$ cat src/rtl/router_pkg.sv
// router_pkg: shared types and helpers for the 1-to-N packet router.
// FSM state codes, field-width helpers and header field extraction.
package router_pkg;

   typedef logic [1:0] state_t;

   localparam state_t IDLE    = 2'd0;
   localparam state_t PAYLOAD = 2'd1;
   localparam state_t DROP    = 2'd2;

   // Width of the address field for a given channel count.
   function automatic int unsigned addr_w(input int unsigned num_ch);
      return $clog2(num_ch);
   endfunction

   // Width of the length field: whatever the address leaves in the header byte.
   function automatic int unsigned len_w(input int unsigned num_ch, input int unsigned data_w);
      return data_w - addr_w(num_ch);
   endfunction

   // Address field, zero-extended; caller truncates to ADDR_W.
   function automatic logic [31:0] hdr_addr(input logic [31:0] hdr, input int unsigned aw);
      return hdr & ((32'd1 << aw) - 32'd1);
   endfunction

   // Length field, zero-extended; caller truncates to LEN_W.
   function automatic logic [31:0] hdr_len(input logic [31:0] hdr, input int unsigned aw);
      return hdr >> aw;
   endfunction

endpackage

$ cat src/rtl/router_1xn_if.sv
// router_1xn_if: packet input handshake and per-channel output bus.
// master = packet source / channel reader, slave = router.
interface router_1xn_if #(
   parameter int unsigned NUM_CH = 3,
   parameter int unsigned DATA_W = 8
);
   logic                       pkt_valid;
   logic [DATA_W-1:0]          data_in;
   logic [NUM_CH-1:0]          rd_en;
   logic [NUM_CH-1:0]          valid_out;
   logic [NUM_CH*DATA_W-1:0]   data_out;
   logic                       busy;
   logic                       error;

   modport master (
      output pkt_valid, data_in, rd_en,
      input  valid_out, data_out, busy, error
   );

   modport slave (
      input  pkt_valid, data_in, rd_en,
      output valid_out, data_out, busy, error
   );
endinterface

$ cat src/rtl/router_fifo.sv
// router_fifo: show-ahead channel FIFO with an unread-timeout flush.
// o_flush marks the edge on which the timeout empties the FIFO.
module router_fifo #(
   parameter int unsigned DATA_W       = 8,
   parameter int unsigned DEPTH        = 16,
   parameter int unsigned SOFT_RST_CYC = 30
) (
   input  logic              clk,
   input  logic              rstn,
   input  logic              i_wr,
   input  logic [DATA_W-1:0] i_data,
   input  logic              i_rd,
   output logic              o_full,
   output logic              o_valid,
   output logic [DATA_W-1:0] o_data,
   output logic              o_flush
);
   localparam int unsigned PTR_W = $clog2(DEPTH);
   localparam int unsigned TMO_W = $clog2(SOFT_RST_CYC + 1);

   logic [PTR_W:0]    r_wr_ptr, r_rd_ptr;
   logic [DATA_W-1:0] r_mem [DEPTH];
   logic [TMO_W-1:0]  r_tmo;
   logic              w_empty, w_full, w_push, w_pop, w_stall, w_flush;

   assign w_empty = (r_wr_ptr == r_rd_ptr);
   assign w_full  = (r_wr_ptr[PTR_W] != r_rd_ptr[PTR_W]) &&
                    (r_wr_ptr[PTR_W-1:0] == r_rd_ptr[PTR_W-1:0]);
   assign w_stall = !w_empty && !i_rd;
   assign w_flush = w_stall && (r_tmo == TMO_W'(SOFT_RST_CYC - 1));
   // A byte arriving on the flush edge is discarded along with the contents.
   assign w_push  = i_wr && !w_full && !w_flush;
   assign w_pop   = i_rd && !w_empty;

   assign o_full  = w_full;
   assign o_valid = !w_empty;
   assign o_data  = w_empty ? '0 : r_mem[r_rd_ptr[PTR_W-1:0]];
   assign o_flush = w_flush;

   // Pointer and timeout state; flush clears both.
   always_ff @(posedge clk) begin
      if (!rstn || w_flush) begin
         r_wr_ptr <= '0;
         r_rd_ptr <= '0;
         r_tmo    <= '0;
      end else begin
         if (w_push) r_wr_ptr <= r_wr_ptr + (PTR_W + 1)'(1);
         if (w_pop)  r_rd_ptr <= r_rd_ptr + (PTR_W + 1)'(1);
         r_tmo <= w_stall ? r_tmo + TMO_W'(1) : '0;
      end
   end

   // Storage array; contents are don't-care until written.
   always_ff @(posedge clk) begin
      if (w_push) r_mem[r_wr_ptr[PTR_W-1:0]] <= i_data;
   end
endmodule

$ cat src/rtl/router_1xn.sv
// router_1xn: parametrised 1-to-N length-prefixed packet router.
// Define ROUTER_1XN_PARITY_EN to add a trailing parity byte and the error flag.
module router_1xn
   import router_pkg::*;
#(
   parameter int unsigned NUM_CH       = 3,
   parameter int unsigned DATA_W       = 8,
   parameter int unsigned DEPTH        = 16,
   parameter int unsigned SOFT_RST_CYC = 30
) (
   input logic         clk,
   input logic         rstn,
   router_1xn_if.slave bus
);
   localparam int unsigned ADDR_W = addr_w(NUM_CH);
   localparam int unsigned LEN_W  = len_w(NUM_CH, DATA_W);
   localparam int unsigned PAD_N  = 1 << ADDR_W;

   state_t                   r_state, w_state_nxt;
   logic [ADDR_W-1:0]        r_ch, w_ch_nxt, w_wr_ch, w_hdr_addr;
   logic [LEN_W-1:0]         r_cnt, w_cnt_nxt, w_hdr_len;
   logic                     w_addr_ok, w_busy, w_accept, w_wr_en;
   logic [NUM_CH-1:0]        w_full, w_flush, w_wr, w_valid;
   logic [NUM_CH*DATA_W-1:0] w_data;
   logic [PAD_N-1:0]         w_full_pad, w_flush_pad;

   assign w_hdr_addr = ADDR_W'(hdr_addr(32'(bus.data_in), ADDR_W));
   assign w_hdr_len  = LEN_W'(hdr_len(32'(bus.data_in), ADDR_W));
   assign w_addr_ok  = (32'(w_hdr_addr) < NUM_CH);

   // Widen per-channel flags so any address value indexes safely.
   always_comb begin
      w_full_pad                = '0;
      w_flush_pad               = '0;
      w_full_pad[NUM_CH-1:0]    = w_full;
      w_flush_pad[NUM_CH-1:0]   = w_flush;
   end

   // Back-pressure from the target channel; dropped packets never stall.
   always_comb begin
      w_busy = 1'b0;
      case (r_state)
         IDLE:    w_busy = w_addr_ok && w_full_pad[w_hdr_addr];
         PAYLOAD: w_busy = w_full_pad[r_ch];
         default: w_busy = 1'b0;
      endcase
   end

   assign w_accept = bus.pkt_valid && !w_busy;
   assign bus.busy = w_busy;

`ifdef ROUTER_1XN_PARITY_EN
   logic w_par_chk;
`endif

   // Packet sequencing: header decode, byte counting, channel write select.
   always_comb begin
      w_state_nxt = r_state;
      w_ch_nxt    = r_ch;
      w_cnt_nxt   = r_cnt;
      w_wr_en     = 1'b0;
      w_wr_ch     = r_ch;
`ifdef ROUTER_1XN_PARITY_EN
      w_par_chk   = 1'b0;
`endif
      case (r_state)
         IDLE: begin
            if (w_accept) begin
               w_cnt_nxt = w_hdr_len;
               if (w_addr_ok) begin
                  w_wr_en     = 1'b1;
                  w_wr_ch     = w_hdr_addr;
                  w_ch_nxt    = w_hdr_addr;
                  w_state_nxt = PAYLOAD;
               end else begin
                  w_state_nxt = DROP;
               end
`ifndef ROUTER_1XN_PARITY_EN
               // Header-only packet: nothing follows.
               if (w_hdr_len == '0) w_state_nxt = IDLE;
`endif
            end
         end
         PAYLOAD, DROP: begin
            if (w_accept) begin
               w_wr_en = (r_state == PAYLOAD);
`ifdef ROUTER_1XN_PARITY_EN
               // Counter at zero means this byte is the parity byte.
               if (r_cnt == '0) begin
                  w_state_nxt = IDLE;
                  w_par_chk   = (r_state == PAYLOAD);
               end else begin
                  w_cnt_nxt = r_cnt - LEN_W'(1);
               end
`else
               w_cnt_nxt = r_cnt - LEN_W'(1);
               if (r_cnt == LEN_W'(1)) w_state_nxt = IDLE;
`endif
            end
         end
         default: w_state_nxt = IDLE;
      endcase
      // A channel flushed under an in-flight packet loses the rest of it.
      if (w_state_nxt == PAYLOAD && w_flush_pad[w_ch_nxt]) w_state_nxt = DROP;
   end

   // FSM, channel and length counter registers.
   always_ff @(posedge clk) begin
      if (!rstn) begin
         r_state <= IDLE;
         r_ch    <= '0;
         r_cnt   <= '0;
      end else begin
         r_state <= w_state_nxt;
         r_ch    <= w_ch_nxt;
         r_cnt   <= w_cnt_nxt;
      end
   end

`ifdef ROUTER_1XN_PARITY_EN
   logic [DATA_W-1:0] r_par;
   logic              r_err;

   // Running XOR over header and payload; error updates only on checked parity.
   always_ff @(posedge clk) begin
      if (!rstn) begin
         r_par <= '0;
         r_err <= 1'b0;
      end else if (w_accept) begin
         if (r_state == IDLE) begin
            r_par <= bus.data_in;
            r_err <= 1'b0;
         end else if (w_par_chk) begin
            r_err <= (bus.data_in != r_par);
         end else begin
            r_par <= r_par ^ bus.data_in;
         end
      end
   end

   assign bus.error = r_err;
`else
   assign bus.error = 1'b0;
`endif

   for (genvar g = 0; g < NUM_CH; g++) begin : g_ch
      assign w_wr[g] = w_accept && w_wr_en && (w_wr_ch == ADDR_W'(g));

      router_fifo #(
         .DATA_W       (DATA_W),
         .DEPTH        (DEPTH),
         .SOFT_RST_CYC (SOFT_RST_CYC)
      ) u_fifo (
         .clk     (clk),
         .rstn    (rstn),
         .i_wr    (w_wr[g]),
         .i_data  (bus.data_in),
         .i_rd    (bus.rd_en[g]),
         .o_full  (w_full[g]),
         .o_valid (w_valid[g]),
         .o_data  (w_data[g*DATA_W +: DATA_W]),
         .o_flush (w_flush[g])
      );
   end

   assign bus.valid_out = w_valid;
   assign bus.data_out  = w_data;
endmodule

$ cat src/flat_wrapper.sv
// flat-port wrapper written by rule: the top's interface ports become plain ports
module router_1xn_flat import router_pkg::*;
#(
   parameter int unsigned NUM_CH       = 3,
   parameter int unsigned DATA_W       = 8,
   parameter int unsigned DEPTH        = 16,
   parameter int unsigned SOFT_RST_CYC = 30
)
  (clk, rstn, bus_pkt_valid, bus_data_in, bus_rd_en, bus_valid_out, bus_data_out, bus_busy, bus_error);
  router_1xn_if #(.NUM_CH(NUM_CH), .DATA_W(DATA_W)) bus_i ();
  input logic clk;
  input logic rstn;
  input wire logic [$bits(bus_i.pkt_valid)-1:0] bus_pkt_valid;
  input wire logic [$bits(bus_i.data_in)-1:0] bus_data_in;
  input wire logic [$bits(bus_i.rd_en)-1:0] bus_rd_en;
  output wire logic [$bits(bus_i.valid_out)-1:0] bus_valid_out;
  output wire logic [$bits(bus_i.data_out)-1:0] bus_data_out;
  output wire logic [$bits(bus_i.busy)-1:0] bus_busy;
  output wire logic [$bits(bus_i.error)-1:0] bus_error;
  assign bus_i.pkt_valid = bus_pkt_valid;
  assign bus_i.data_in = bus_data_in;
  assign bus_i.rd_en = bus_rd_en;
  assign bus_valid_out = bus_i.valid_out;
  assign bus_data_out = bus_i.data_out;
  assign bus_busy = bus_i.busy;
  assign bus_error = bus_i.error;
  router_1xn #(.NUM_CH(NUM_CH), .DATA_W(DATA_W), .DEPTH(DEPTH), .SOFT_RST_CYC(SOFT_RST_CYC)) u_core (.clk(clk), .rstn(rstn), .bus(bus_i));
endmodule
$ cat config.mk
export PLATFORM = sky130hd
export DESIGN_NAME = router_1xn_flat
export DESIGN_NICKNAME = d
export VERILOG_FILES = /design/src/rtl/router_pkg.sv /design/src/rtl/router_1xn_if.sv /design/src/rtl/router_fifo.sv /design/src/rtl/router_1xn.sv /design/src/flat_wrapper.sv
export SDC_FILE = /design/constraint.sdc
export NUM_CORES = 1
export LEC_CHECK = 0
export ABC_AREA = 0
export CAP_MARGIN = 20
export CORE_ASPECT_RATIO = 1.1
export CORE_MARGIN = 2
export CORE_UTILIZATION = 60
export CTS_CLUSTER_SIZE = 25
export DETAILED_ROUTE_END_ITERATION = 16
export GPL_TIMING_DRIVEN = 0
export PLACE_DENSITY = 0.78
export SETUP_SLACK_MARGIN = 0.4
export SYNTH_ARGS = -nofsm -noshare
export SYNTH_HDL_FRONTEND = slang
export SYNTH_SLANG_ARGS = --single-unit
$ cat constraint.sdc
create_clock -name clk -period 10.2 [get_ports clk]
set_input_delay 2.04 -clock clk [delete_from_list [all_inputs] [get_ports clk]]
set_output_delay 2.04 -clock clk [all_outputs]
set_load 0.01 [all_outputs]
==> After elaboration in Yosys (flattened, before gate mapping) <==
Memory sizes are Yosys's and may differ from the RTL's. A register that Yosys moved wholly into a read port is not among the register bits.
Cells that the tools add are included.
Widths: inputs -> output; s select.
{ "totals": {"register_bits": 55, "ramBits": 384, "input_bits": 14, "output_inout_bits": 29, "wordCells": 145, "n_memories": 3} }
{ "op_classes": {"addsub": 10, "order_cmp": 4, "n_eq_ne": 20, "n_mux": 39, "bitwise": 4, "n_reduce_logical": 52} }
{ "mem_list": {"columns": ["memory", "depth", "width", "rd", "rd_ports_with_merged_regs", "wr", "line_no", "text"], "rows": [
  ["u_core.g_ch[0].u_fifo.r_mem", 16, 8, 1, 1, 1, "router_fifo.sv:22", "logic [DATA_W-1:0] r_mem [DEPTH];"],
  ["u_core.g_ch[1].u_fifo.r_mem", 16, 8, 1, 1, 1, "router_fifo.sv:22", null],
  ["u_core.g_ch[2].u_fifo.r_mem", 16, 8, 1, 1, 1, "router_fifo.sv:22", null]
]} }
{ "op_table": {"columns": ["operator", "count"], "rows": [
  ["$add 5x1->5 const B", 9],
  ["$logic_and 1x1->1", 25],
  ["$mux 4", 6],
  ["$mux 8", 3],
  ["$mux 2", 9],
  ["$eq 5x5->1", 3],
  ["$eq 5x5->1 const B", 3],
  ["$logic_not 1->1", 14],
  ["$eq 4x4->1", 3],
  ["$mux 1", 12],
  ["$mux 6", 2],
  ["$pmux 6 s2", 1],
  ["$reduce_or 2->1", 5],
  ["$lt 2x3->1 const B", 3],
  ["$bmux 1 s2", 3],
  ["$eq 2x1->1 const B", 3],
  ["$eq 6x1->1 const B", 1],
  ["$logic_not 6->1", 1],
  ["$sub 6x1->6 const B", 1],
  ["$eq 2x2->1 const B", 2],
  ["$logic_not 2->1", 2],
  ["$ne 2x1->1 const B", 2],
  ["$not 1->1", 4],
  ["$pmux 1 s2", 2],
  ["other kinds (6)", 10]
]} }

==> Logic depth before layout (Yosys ltp) <==
Gate-level depths: netlist of the first run.
{ "depth": {"depth_word": 16, "ltp_mapped": 10, "depth_no_buf": 10} }

==> By module <==
A second synthesis of the first run with hierarchy kept.
{ "hier_totals": {"hier_cells": 1218, "hier_area_um2": 19222.2} }
{ "by_module_without_submodules": {"columns": ["module", "instances", "cells_each", "area_per_inst_um2", "seq_area_each_um2"], "rows": [
  ["router_fifo (u_core.g_ch[1].u_fifo ...)", 2, 363, 6083.3, 4224.1],
  ["router_fifo (u_core.g_ch[0].u_fifo)", 1, 368, 6124.6, 4224.1],
  ["router_1xn", 1, 124, 930.9, 200.2]
]} }

==> Worst setup path after synthesis of the first run <==
OpenSTA, ideal clock, no wires.
{ "synth_path": {"kind": "input to output", "startpoint": "input port bus_data_in[1]", "endpoint": "output port bus_busy", "arrival_ps": 2838, "required_time_ps": 8160, "slack_ps": 5322, "cell_stages": 4, "n_path_buf": 0, "path_cell_list": "nor2b_1 a31oi_2 a221o_1 nand2_1"} }
{ "synth_via": {"elab_chain_cells": 4, "elab_cells_between_ends": 5, "cone_classes": "order compare: 1; mux: 3; reduce/logical: 1"} }
{ "synth_rtl": {"columns": ["element", "line_no", "text"], "rows": [
  ["from (decl)", "flat_wrapper.sv:14", "input wire logic [$bits(bus_i.data_in)-1:0] bus_data_in;"],
  ["$bmux 1 s2", "router_1xn.sv:43", "IDLE: w_busy = w_addr_ok && w_full_pad[w_hdr_addr];"],
  ["$mux 1 (implied by the code)", "router_1xn.sv:43", null],
  ["$logic_and 1x1->1 (*)", "router_1xn.sv:43", null],
  ["$pmux 1 s2 (*)", "router_1xn.sv:42", "case (r_state)"],
  ["to (decl)", "flat_wrapper.sv:18", "output wire logic [$bits(bus_i.busy)-1:0] bus_busy;"]
]} }
Mark *: on every way between the ends. The rest lies on a longest branch, timed or not. The select of a mux whose other input is x is not followed.

==> Worst setup path in the final report of the first run <==
Same ends and word-level chain as after synthesis.

==> results of run 1 <==
## worst max-delay path, delay by kind of cell
| kind | cells | cell delay [ns] |
|---|---|---|
| compound gates | 2 | 0.51 |
| buf+inv | 3 | 0.97 |
| simple gates | 2 | 0.54 |
## registers in the layout, summed over array words and instances, names as in the netlist, named ones only
| name | flops |
|---|---|
| u_core.g_ch.u_fifo.r_wr_ptr | 15 |
| u_core.r_ch | 2 |
| u_core.r_cnt | 6 |
| u_core.g_ch.u_fifo.r_rd_ptr | 15 |
| u_core.g_ch.u_fifo.r_mem | 384 |
| u_core.g_ch.u_fifo.r_tmo | 15 |
| u_core.r_state | 2 |
## metal layers
metal	track usage, %	share of wire [%]
met5	0	0
met4	8.18	2.8
met3	3.61	6.1
met2	39.0	49
met1	34.1	42
## where the power goes
part | internal, mW | leakage (nW) | switching (mW)
registers | 2.02 | 4.00 | 0.0150
logic | 0.191 | 1.98 | 0.220
clock network | 0.881 | 0.696 | 0.677
## path summary, 6_finish.rpt
kind	startpoint	end	slack, ns	cells after the start
max	bus_data_in[1]	bus_busy	4.08	7
max reg2reg	u_core.r_state[0]	u_core.g_ch[0].u_fifo.r_mem[5][1]	6.18	9
min reg2reg	u_core.g_ch[0].u_fifo.r_tmo[0]	u_core.g_ch[0].u_fifo.r_tmo[0]	0.47	1
min	u_core.g_ch[0].u_fifo.r_tmo[0]	u_core.g_ch[0].u_fifo.r_tmo[0]	0.47	1
## per-stage QoR
stage / std cells / util (%)
6_report: 1613 / 68.6
5_1_grt: 1613 / 68.6
4_1_cts: 1613 / 68.6
3_5_place_dp: 1533 / 64.0
3_3_place_gp: 1516 / 63.6
2_1_floorplan: 1062 / -
## final cells by class
| class | instances | area [sq um] | share of cell area, % |
|---|---|---|---|
| Timing Repair Buffer | 57 | 541 | 2.60 |
| Buffer | 55 | 259 | 1.24 |
| Sequential cell | 451 | 12900 | 61.8 |
| Multi-Input combinational cell | 532 | 5150 | 24.7 |
| Tap cell | 414 | 518 | 2.49 |
| Clock inverter | 21 | 153 | 0.733 |
| Inverter | 24 | 90.1 | 0.433 |
| Clock buffer | 59 | 1240 | 5.94 |
## logic make-up after synthesis
kind of cell               Yosys count  share of synthesized area [%]
AOI/OAI and AO/OA                   89                           3.90
buffers and inverters               79                           1.90
adders and majority gates           27                           1.84
xor gates and xnor gates            43                           2.05
other                                1                         0.0204
and+or+nand+nor                    241                           6.53
DFF                                451                           70.1
muxes                              131                           13.7
## cells in the final DEF (no fill, tap or decap), types with 13 or more instances in the layout
| cell type | n |
|---|---|
| a211oi_1 | 50 |
| buf_2 | 15 |
| buf_4 | 13 |
| clkbuf_1 | 38 |
| clkbuf_16 | 44 |
| clkdlybuf4s50_1 | 32 |
| dfxtp_1 | 67 |
| edfxtp_1 | 384 |
| ha_1 | 27 |
| inv_1 | 23 |
| mux2i_1 | 32 |
| mux4_2 | 96 |
| nand2_1 | 29 |
| nand4_1 | 13 |
| nor2_1 | 101 |
| nor2b_1 | 35 |
| nor3_1 | 14 |
| xor2_1 | 34 |
==> impl_metrics.env, run 1 <==
export IMPL_cts_made_buffers=43
export IMPL_portBuffers=40
export IMPL_cts_resized_gates=0
export IMPL_cp_max_fo=41
export IMPL_grt_use_total_pct=24.1
export IMPL_nNetsFinal=1205
export IMPL_yosys_top_cells_area="edfxtp_1 (63%), mux4_2 (12%), dfxtp_1 (7.3%)"
export IMPL_ys_flop_type="edfxtp_1"
export IMPL_start_util_pct=60.6
export IMPL_via_count=9712
export IMPL_worstPathCellList="buf_2 > buf_12 > nor2b_1 > a31oi_2 > a221o_1 > nand2_1 > clkdlybuf4s50_1"
export IMPL_timing_final_max_slew_violations=0
export IMPL_synth_top_area_cell="edfxtp_1"
export IMPL_yosysSeqAreaShare_pct=70.1
export IMPL_first_global_vias=9974
export IMPL_ir_drop_mv=0.138
export IMPL_cts_tree="done"
export IMPL_hold_path_class="flip-flop to flip-flop"
export IMPL_cellPowerDensity_nw_per_um2=192
export IMPL_gp_congestion=0.835
export IMPL_avgSynthCellArea_sq_um=17.3
export IMPL_worst_path_max_delay_cell="clkdlybuf4s50_1"
export IMPL_grt_max_degree=54
export IMPL_end_kind="output port"
export IMPL_ant_nets=0
export IMPL_core_area_sq_um=30300
export IMPL_synthDominantCellAreaShare_pct=62.8
export IMPL_post_cts_setup_buffers=0
export IMPL_path_class="input port to output port"
export IMPL_rsz0062_at_grt="no"
export IMPL_finalCritPeriodShare_pct=60.0
export IMPL_synth_seq_cells=451
export IMPL_drc_errors=0
export IMPL_synth_commonest_cells="edfxtp_1 (384), nor2_1 (101), mux4_2 (96)"
export IMPL_layout_setup_ws_ns=4.08
export IMPL_pre_cts_ws_ns=4.13
export IMPL_power_mw=4.00
export IMPL_period_minus_slack_ns=6.12
export IMPL_synth_cell_types=59
export IMPL_num_antenna_cells=0
export IMPL_async_flop_share_pct=0
export IMPL_drtPass1Iterations=5
export IMPL_root_buffer="clkbuf_16"
export IMPL_max_stage_delay_ns=0.54
export IMPL_arrival_ns=4.08
export IMPL_wl_per_cell_um=23.2
export IMPL_fin_skew_ns=0.0217
export IMPL_max_cap_viol_count=0
export IMPL_drt_wl_total_um=37400
export IMPL_dp_hpwl_um=23000
export IMPL_die_h_um=188
export IMPL_syn_instance_count=1062
export IMPL_status="finished clean"
export IMPL_viasPerCell=6.02
export IMPL_worst_ep_required_time_ns=8.16
export IMPL_whs_ns=0.472
export IMPL_path_clk_slew_ns=0.06
export IMPL_setup_tns_ns=0
export IMPL_grt_pass1_wl_um=57300
export IMPL_clock_path_buffers=3
export IMPL_final_cell_area_sq_um=20800
export IMPL_finalSetupViolations=0
export IMPL_htreeDepth=2
export IMPL_clock_latency_ns=0.56
export IMPL_final_hold_viol_count=0
export IMPL_rows=67
export IMPL_syn_nets=1103
export IMPL_grt_antenna_before_repair=0
export IMPL_drive_gt1_share_pct=18.5
export IMPL_area_growth_pct=13.3
export IMPL_crit_path_start_kind="input port"
export IMPL_die_area_sq_um=32000
export IMPL_synthMostInstantiatedCell="edfxtp_1"
export IMPL_gr_total_overflow=0
export IMPL_power_leakage_nw=6.67
export IMPL_fillers=1968
export IMPL_drtIter0Drc=939
export IMPL_cts_sinks=451
export IMPL_yosysWarnings=0
export IMPL_die_x_um=171
export IMPL_syn_cell_area_sq_um=18400
export IMPL_worst_slew_pin_slew_ns=1.06
export IMPL_pin_count=43
export IMPL_max_freq_mhz=163
export IMPL_postCtsHoldBufs=0
export IMPL_synth_edf_count=384
export IMPL_relSlewSlack_pct=29.6
export IMPL_dpl_cell_area_sq_um=19400
Note: power is estimated with default switching activity, not from simulation.
==> run 2: changes to the inputs <==
--- a/config.mk
+++ b/config.mk
@@ -9,11 +9,11 @@
 export CAP_MARGIN = 20
 export CORE_ASPECT_RATIO = 1.1
 export CORE_MARGIN = 2
-export CORE_UTILIZATION = 60
+export CORE_UTILIZATION = 56
 export CTS_CLUSTER_SIZE = 25
 export DETAILED_ROUTE_END_ITERATION = 16
 export GPL_TIMING_DRIVEN = 0
-export PLACE_DENSITY = 0.78
+export PLACE_DENSITY = 0.76
 export SETUP_SLACK_MARGIN = 0.4
 export SYNTH_ARGS = -nofsm -noshare
 export SYNTH_HDL_FRONTEND = slang
==> constraint.sdc (replaced) <==
create_clock -name clk -period 5.4 [get_ports clk]
set_input_delay 1.08 -clock clk [delete_from_list [all_inputs] [get_ports clk]]
set_output_delay 1.08 -clock clk [all_outputs]
set_load 0.01 [all_outputs]
==> run 2 against run 1 <==
  * Global-route usage fell by 2.3 points
  * Sequential share of layout area fell by 0.10 points
  * Non-clock buffer count rose by 1
  * Power rose by 89%
  * Wire length fell by 2.0%
  * Largest cell class unchanged
==> impl_metrics.env, run 2 (synthesis gave the netlist of run 1 again) <==
export IMPL_final_common_cell="edfxtp_1"
export IMPL_dpl_cell_area_sq_um=19400
export IMPL_worst_slew_pin_slew_ns=1.02
export IMPL_nNetsFinal=1206
export IMPL_arrival_ns=3.53
export IMPL_drtPass1Iterations=5
export IMPL_met2_wirelength_um=18400
export IMPL_drc_errors=0
export IMPL_portBuffers=40
export IMPL_worst_r2r_path_depth=8
export IMPL_rows=69
export IMPL_holdPathEnd="u_core.g_ch[1].u_fifo.r_tmo[0]"
export IMPL_mostFrequentLayoutCells="edfxtp_1 (384), nor2_1 (101), mux4_2 (96), dfxtp_1 (67), a211oi_1 (50)"
export IMPL_power_mw=7.56
export IMPL_fin_skew_ns=0.0252
export IMPL_rsz0062_at_grt="no"
export IMPL_top_layer_used="met4"
export IMPL_worstHoldPathCells=1
export IMPL_die_area_sq_um=34300
export IMPL_pwr_share_clk_pct=38.8
export IMPL_num_antenna_cells=0
export IMPL_power_leakage_nw=6.67
export IMPL_core_area_sq_um=32300
export IMPL_end_kind="output port"
export IMPL_p_sw_mw=1.66
export IMPL_clock_latency_ns=0.54
export IMPL_finalCritPeriodShare_pct=85.3
export IMPL_relSlewSlack_pct=31.8
export IMPL_grt_pass1_wl_um=56200
export IMPL_area_growth_pct=13.5
export IMPL_final_hold_viol_count=0
export IMPL_root_buffer="clkbuf_16"
export IMPL_worst_ep_required_time_ns=4.32
export IMPL_whs_ns=0.469
export IMPL_largest_register_ffs=384
export IMPL_die_h_um=194
export IMPL_viasPerCell=5.96
export IMPL_start_util_pct=56.9
export IMPL_setup_tns_ns=0
export IMPL_hold_path_startpoint="u_core.g_ch[1].u_fifo.r_tmo[0]"
export IMPL_grt_antenna_before_repair=0
export IMPL_wl_per_cell_um=22.6
export IMPL_path_clk_slew_ns=0.06
export IMPL_drtIter0Drc=866
export IMPL_max_freq_mhz=217
export IMPL_grt_use_total_pct=21.8
export IMPL_r2r_end="u_core.g_ch[0].u_fifo.r_mem[14][7]"
export IMPL_dp_hpwl_um=23000
export IMPL_drt_wl_total_um=36700
export IMPL_post_cts_setup_buffers=0
export IMPL_r2r_setup_slack_ns=1.40
export IMPL_swShare_pct=21.9
export IMPL_wl_met3_um=2030
export IMPL_drive_gt1_share_pct=18.2
export IMPL_cts_made_buffers=43
export IMPL_via_count=9686
export IMPL_cp_max_fo=10
export IMPL_power_frac_comb_pct=10.3
export IMPL_pin_count=43
export IMPL_hold_path_class="flip-flop to flip-flop"
export IMPL_grt_max_degree=54
export IMPL_postCtsHoldBufs=0
export IMPL_gp_congestion=0.841
export IMPL_cellPowerDensity_nw_per_um2=362
export IMPL_clock_path_buffers=3
export IMPL_status="finished clean"
export IMPL_die_x_um=177
export IMPL_reg2reg_from="u_core.g_ch[0].u_fifo.r_wr_ptr[0]"
export IMPL_seqPwrFrac_pct=50.8
export IMPL_ir_drop_mv=0.246
export IMPL_ant_nets=0
export IMPL_wl_met1_um=15100
export IMPL_first_global_vias=9789
export IMPL_finalSetupViolations=0
export IMPL_crit_path_start_kind="flip-flop"
export IMPL_gr_total_overflow=0
export IMPL_timing_final_max_slew_violations=0
export IMPL_period_minus_slack_ns=4.61
export IMPL_final_cell_area_sq_um=20900
export IMPL_internal_power_mw=5.90
export IMPL_max_cap_viol_count=0
export IMPL_htreeDepth=2
export IMPL_path_class="flip-flop to output port"
export IMPL_cts_sinks=451
export IMPL_cts_tree="done"
==> run 2: cell types whose count changed in the layout (fill, tap and decap cells not counted), moves of 3 or more <==
cell      delta
buf_1        -3
clkbuf_1     +8
inv_4        -4
clkinv_2     -4
buf_4        -3
clkbuf_2     +3
==> run 2: worst max-delay path, stage by stage (launching register included) <==
cell	delay, ns
dfxtp_1	0.30
clkbuf_1	0.35
clkbuf_2	0.45
buf_2	0.42
mux4_2	0.57
mux2i_1	0.25
a211oi_1	0.14
clkdlybuf4s50_1	0.51
==> run 2: how the worst max path moves through the flow <==
| stage | startpoint | to | slack [ns] | cells after the start |
|---|---|---|---|---|
| finish | flip-flop | bus_data_out[1] | 0.79 | 7 |
| global route | bus_data_in[0] | u_core.g_ch[0].u_fifo.r_mem[4][7] | 0.51 | 8 |
| CTS | flip-flop | bus_data_out[1] | 0.41 | 7 |
| detailed placement | bus_data_in[0] | u_core.g_ch[0].u_fifo.r_mem[13][6] | 0.27 | 8 |
| global placement | bus_data_in[1] | u_core.g_ch[0].u_fifo.r_mem[1][4] | -1.36 | 8 |
| floorplan | bus_data_in[0] | u_core.g_ch[0].u_fifo.r_mem[0][0] | 1.68 | 7 |
==> run 2: per-stage QoR <==
step,setup WS (ns),util [%],instances
3_5_place_dp,0.268,60.2,1544
5_1_grt,0.505,64.6,1625
4_1_cts,0.405,64.5,1623
2_1_floorplan,1.68,-,1062
3_3_place_gp,-1.36,59.8,1528
6_report,0.794,64.6,1625
==> run 2: power groups by stage <==
stage | clock network [mW] | logic, mW | registers (mW)
2_1_floorplan | 0 | 0.497 | 3.91
3_3_place_gp | 0 | 0.752 | 3.92
3_5_place_dp | 0 | 0.777 | 3.91
4_1_cts | 2.98 | 0.785 | 3.84
5_1_grt | 3.11 | 0.843 | 3.84
6_report | 2.93 | 0.781 | 3.84
==> run 2: per-layer routing <==
metal  global-route usage [%]  vias to the layer above
li1                         -                     4378
met1                     29.6                     4930
met2                     36.1                      304
met3                     3.80                       74
met4                     7.28                        0
met5                        0                        -
==> run 2: cell type report <==
cell class / instances / area [sq um]
well taps: 426 / 533
plain buffers: 55 / 263
repair buffers: 58 / 551
flip-flops and latches: 451 / 12900
clock inverters: 10 / 78.8
fillers: 2226 / 11400
multi-input cells: 532 / 5150
clock buffers: 69 / 1320
inverters: 24 / 90.1
==> run 2: what timing repair did <==
item                                    CTS  global route
pin swaps                                 0             0
endpoints found under the setup margin    1            24
gates resized for setup                   1             5
==> run 3: changes to the inputs <==
--- a/config.mk
+++ b/config.mk
@@ -8,12 +8,10 @@
 export ABC_AREA = 0
 export CAP_MARGIN = 20
 export CORE_ASPECT_RATIO = 1.1
-export CORE_MARGIN = 2
-export CORE_UTILIZATION = 56
+export CORE_UTILIZATION = 40
 export CTS_CLUSTER_SIZE = 25
 export DETAILED_ROUTE_END_ITERATION = 16
 export GPL_TIMING_DRIVEN = 0
-export PLACE_DENSITY = 0.76
 export SETUP_SLACK_MARGIN = 0.4
 export SYNTH_ARGS = -nofsm -noshare
 export SYNTH_HDL_FRONTEND = slang
==> run 3 against run 2 <==
  * The run now ends with DRC left
  * Die area grew 37%
  * Register-to-register slack lost 0.04 ns
  * Clock skew is essentially flat
  * Sequential share of layout area shrank 1.2 points
  * Combinational power grew 1%
  * Core utilization shrank 18 points
  * Critical path depth is the same
  * Via count shrank 3.3%
  * Wire length grew 1.7%
  * Cell count grew 10%
  * Global-route usage shrank 5.3 points
  * Critical path type unchanged
==> impl_metrics.env, run 3 (synthesis gave the netlist of run 1 again) <==
export IMPL_nNetsFinal=1210
export IMPL_swShare_pct=22.6
export IMPL_cts_sinks=451
export IMPL_gp_congestion=0.799
export IMPL_r2r_end="u_core.g_ch[0].u_fifo.r_mem[0][7]"
export IMPL_grt_max_degree=51
export IMPL_post_cts_setup_buffers=0
export IMPL_rsz0062_at_grt="no"
export IMPL_via_count=9365
export IMPL_core_area_sq_um=45500
export IMPL_max_stage_delay_ns=0.56
export IMPL_whs_ns=0.468
export IMPL_cellPowerDensity_nw_per_um2=366
export IMPL_pwr_share_clk_pct=40.6
export IMPL_viasPerCell=5.23
export IMPL_dp_hpwl_um=24900
export IMPL_fin_skew_ns=0.0255
export IMPL_internal_power_mw=6.03
export IMPL_worst_r2r_path_depth=9
export IMPL_worst_ep_required_time_ns=4.32
export IMPL_drt_wl_total_um=37300
export IMPL_worst_path_max_delay_cell="mux4_2"
export IMPL_gr_total_overflow=0
export IMPL_area_growth_pct=15.7
export IMPL_r2r_setup_slack_ns=1.36
export IMPL_die_h_um=227
export IMPL_ant_nets=0
export IMPL_cp_max_fo=10
export IMPL_mostFrequentLayoutCells="edfxtp_1 (384), nor2_1 (101), mux4_2 (96), dfxtp_1 (67), a211oi_1 (50)"
export IMPL_crit_end="bus_data_out[13]"
export IMPL_grt_antenna_before_repair=1
export IMPL_max_cap_viol_count=0
export IMPL_cts_tree="done"
export IMPL_worst_slew_pin_slew_ns=0.973
export IMPL_p_sw_mw=1.76
export IMPL_final_hold_viol_count=0
export IMPL_regArea_sq_um=12900
export IMPL_finalCritPeriodShare_pct=86.4
export IMPL_period_minus_slack_ns=4.67
export IMPL_ir_drop_mv=0.281
export IMPL_final_util_pct=46.8
export IMPL_clock_latency_ns=0.57
export IMPL_path_clk_slew_ns=0.06
export IMPL_clock_path_buffers=3
export IMPL_drive_gt1_share_pct=18.9
export IMPL_wl_per_cell_um=20.8
export IMPL_crit_path_start_kind="flip-flop"
export IMPL_final_common_cell="edfxtp_1"
export IMPL_cts_made_buffers=44
export IMPL_worstPathCellList="clkbuf_1 > clkdlybuf4s15_2 > buf_2 > mux4_2 > mux2i_1 > a211oi_1 > clkdlybuf4s50_1"
export IMPL_die_x_um=206
export IMPL_htreeDepth=2
export IMPL_max_freq_mhz=214
export IMPL_path_class="flip-flop to output port"
export IMPL_hold_path_class="flip-flop to flip-flop"
export IMPL_fillers=3838
export IMPL_power_leakage_nw=6.76
export IMPL_timing_final_max_slew_violations=0
export IMPL_portBuffers=40
export IMPL_reg2reg_from="u_core.g_ch[0].u_fifo.r_wr_ptr[0]"
export IMPL_drtIter0Drc=617
export IMPL_drc_errors=2
export IMPL_grt_use_total_pct=16.5
export IMPL_finalSetupViolations=0
export IMPL_die_area_sq_um=46800
export IMPL_rows=82
export IMPL_power_frac_comb_pct=10.1
export IMPL_pin_count=43
export IMPL_start_util_pct=40.4
export IMPL_arrival_ns=3.59
export IMPL_num_antenna_cells=0
export IMPL_violations="DRC"
export IMPL_end_kind="output port"
export IMPL_postCtsHoldBufs=0
export IMPL_drtPass1Iterations=10
export IMPL_seqPwrFrac_pct=49.3
export IMPL_grt_pass1_wl_um=57600
export IMPL_root_buffer="clkbuf_16"
export IMPL_first_global_vias=9806
export IMPL_relSlewSlack_pct=35.1
export IMPL_status="finished with violations"
export IMPL_setup_tns_ns=0
export IMPL_multiInputGateArea_sq_um=5150
export IMPL_largest_register_ffs=384
run 3: cell count changes in the layout (fill, tap and decap cells not counted), moves of 2 or more:
cell / previous run / this run
buf_2: 17 / 12
clkinv_4: 0 / 2
clkinv_2: 5 / 9
clkbuf_8: 8 / 1
bufinv_16: 1 / 5
clkbuf_1: 46 / 35
inv_6: 1 / 3
buf_12: 5 / 7
buf_4: 10 / 16
clkinv_1: 3 / 9
run 3: metrics by stage:
stage          cell area (sq um)  total power [mW]  setup slack [ns]  std cells
2_1_floorplan              18400              4.41              1.68       1062
3_3_place_gp               19500              4.70             -1.52       1690
3_5_place_dp               19700              4.72             0.413       1710
4_1_cts                    21200              7.87             0.409       1791
5_1_grt                    21300              8.05             0.471       1792
6_report                   21300              7.79             0.734       1792
run 3: routing by layer:
layer  part of all wire [%]  vias up  routed length [um]  global-route usage, %
met2                     52      157               19400                   29.2
met3                    3.6       51                1360                   2.33
met4                    2.1        2                 794                   4.51
met1                     42     4783               15800                   21.1
li1                       -     4372                   -                      -
met5                  0.035        -                  13                      0
run 3: timing repair:
action | 4_1_cts | 5_1_grt
endpoints found under the hold margin | 0 | 0
setup endpoints to repair | 5 | 16
resized for setup | 2 | 4
run 3: power groups by stage:
stage	clock, mW	sequential (mW)	combinational (mW)
floorplan	0	3.91	0.497
global route	3.35	3.84	0.859
detailed placement	0	3.91	0.806
global placement	0	3.92	0.784
CTS	3.22	3.84	0.809
finish	3.16	3.84	0.789
run 3: cell type report:
class                   instances  share of cell area [%]
flip-flops and latches        451                    60.5
multi-input cells             532                    24.2
clock buffers                  52                    5.67
well taps                     588                    3.46
repair buffers                 61                    2.95
clock inverters                29                    1.44
plain buffers                  55                    1.27
inverters                      24                   0.424
run 3: worst max-delay path, delay by kind of cell (launching register included):
| kind | cells | cell delay, ns |
|---|---|---|
| compound gates | 1 | 0.15 |
| flops | 1 | 0.30 |
| mux | 2 | 0.80 |
| buf+inv | 4 | 1.77 |
run 3: worst min path at each step:
stage	slack, ns	from	end	cells past startpoint
4_1_cts	0.47	u_core.g_ch[2].u_fifo.r_tmo[0]	u_core.g_ch[2].u_fifo.r_tmo[0]	1
5_1_grt	0.50	u_core.g_ch[0].u_fifo.r_tmo[0]	u_core.g_ch[0].u_fifo.r_tmo[0]	1
2_1_floorplan	0.43	u_core.g_ch[0].u_fifo.r_tmo[0]	u_core.g_ch[0].u_fifo.r_tmo[0]	1
3_3_place_gp	0.45	u_core.g_ch[1].u_fifo.r_tmo[0]	u_core.g_ch[1].u_fifo.r_tmo[0]	1
6_report	0.47	u_core.g_ch[2].u_fifo.r_tmo[0]	u_core.g_ch[2].u_fifo.r_tmo[0]	1
3_5_place_dp	0.46	u_core.g_ch[2].u_fifo.r_tmo[0]	u_core.g_ch[2].u_fifo.r_tmo[0]	1
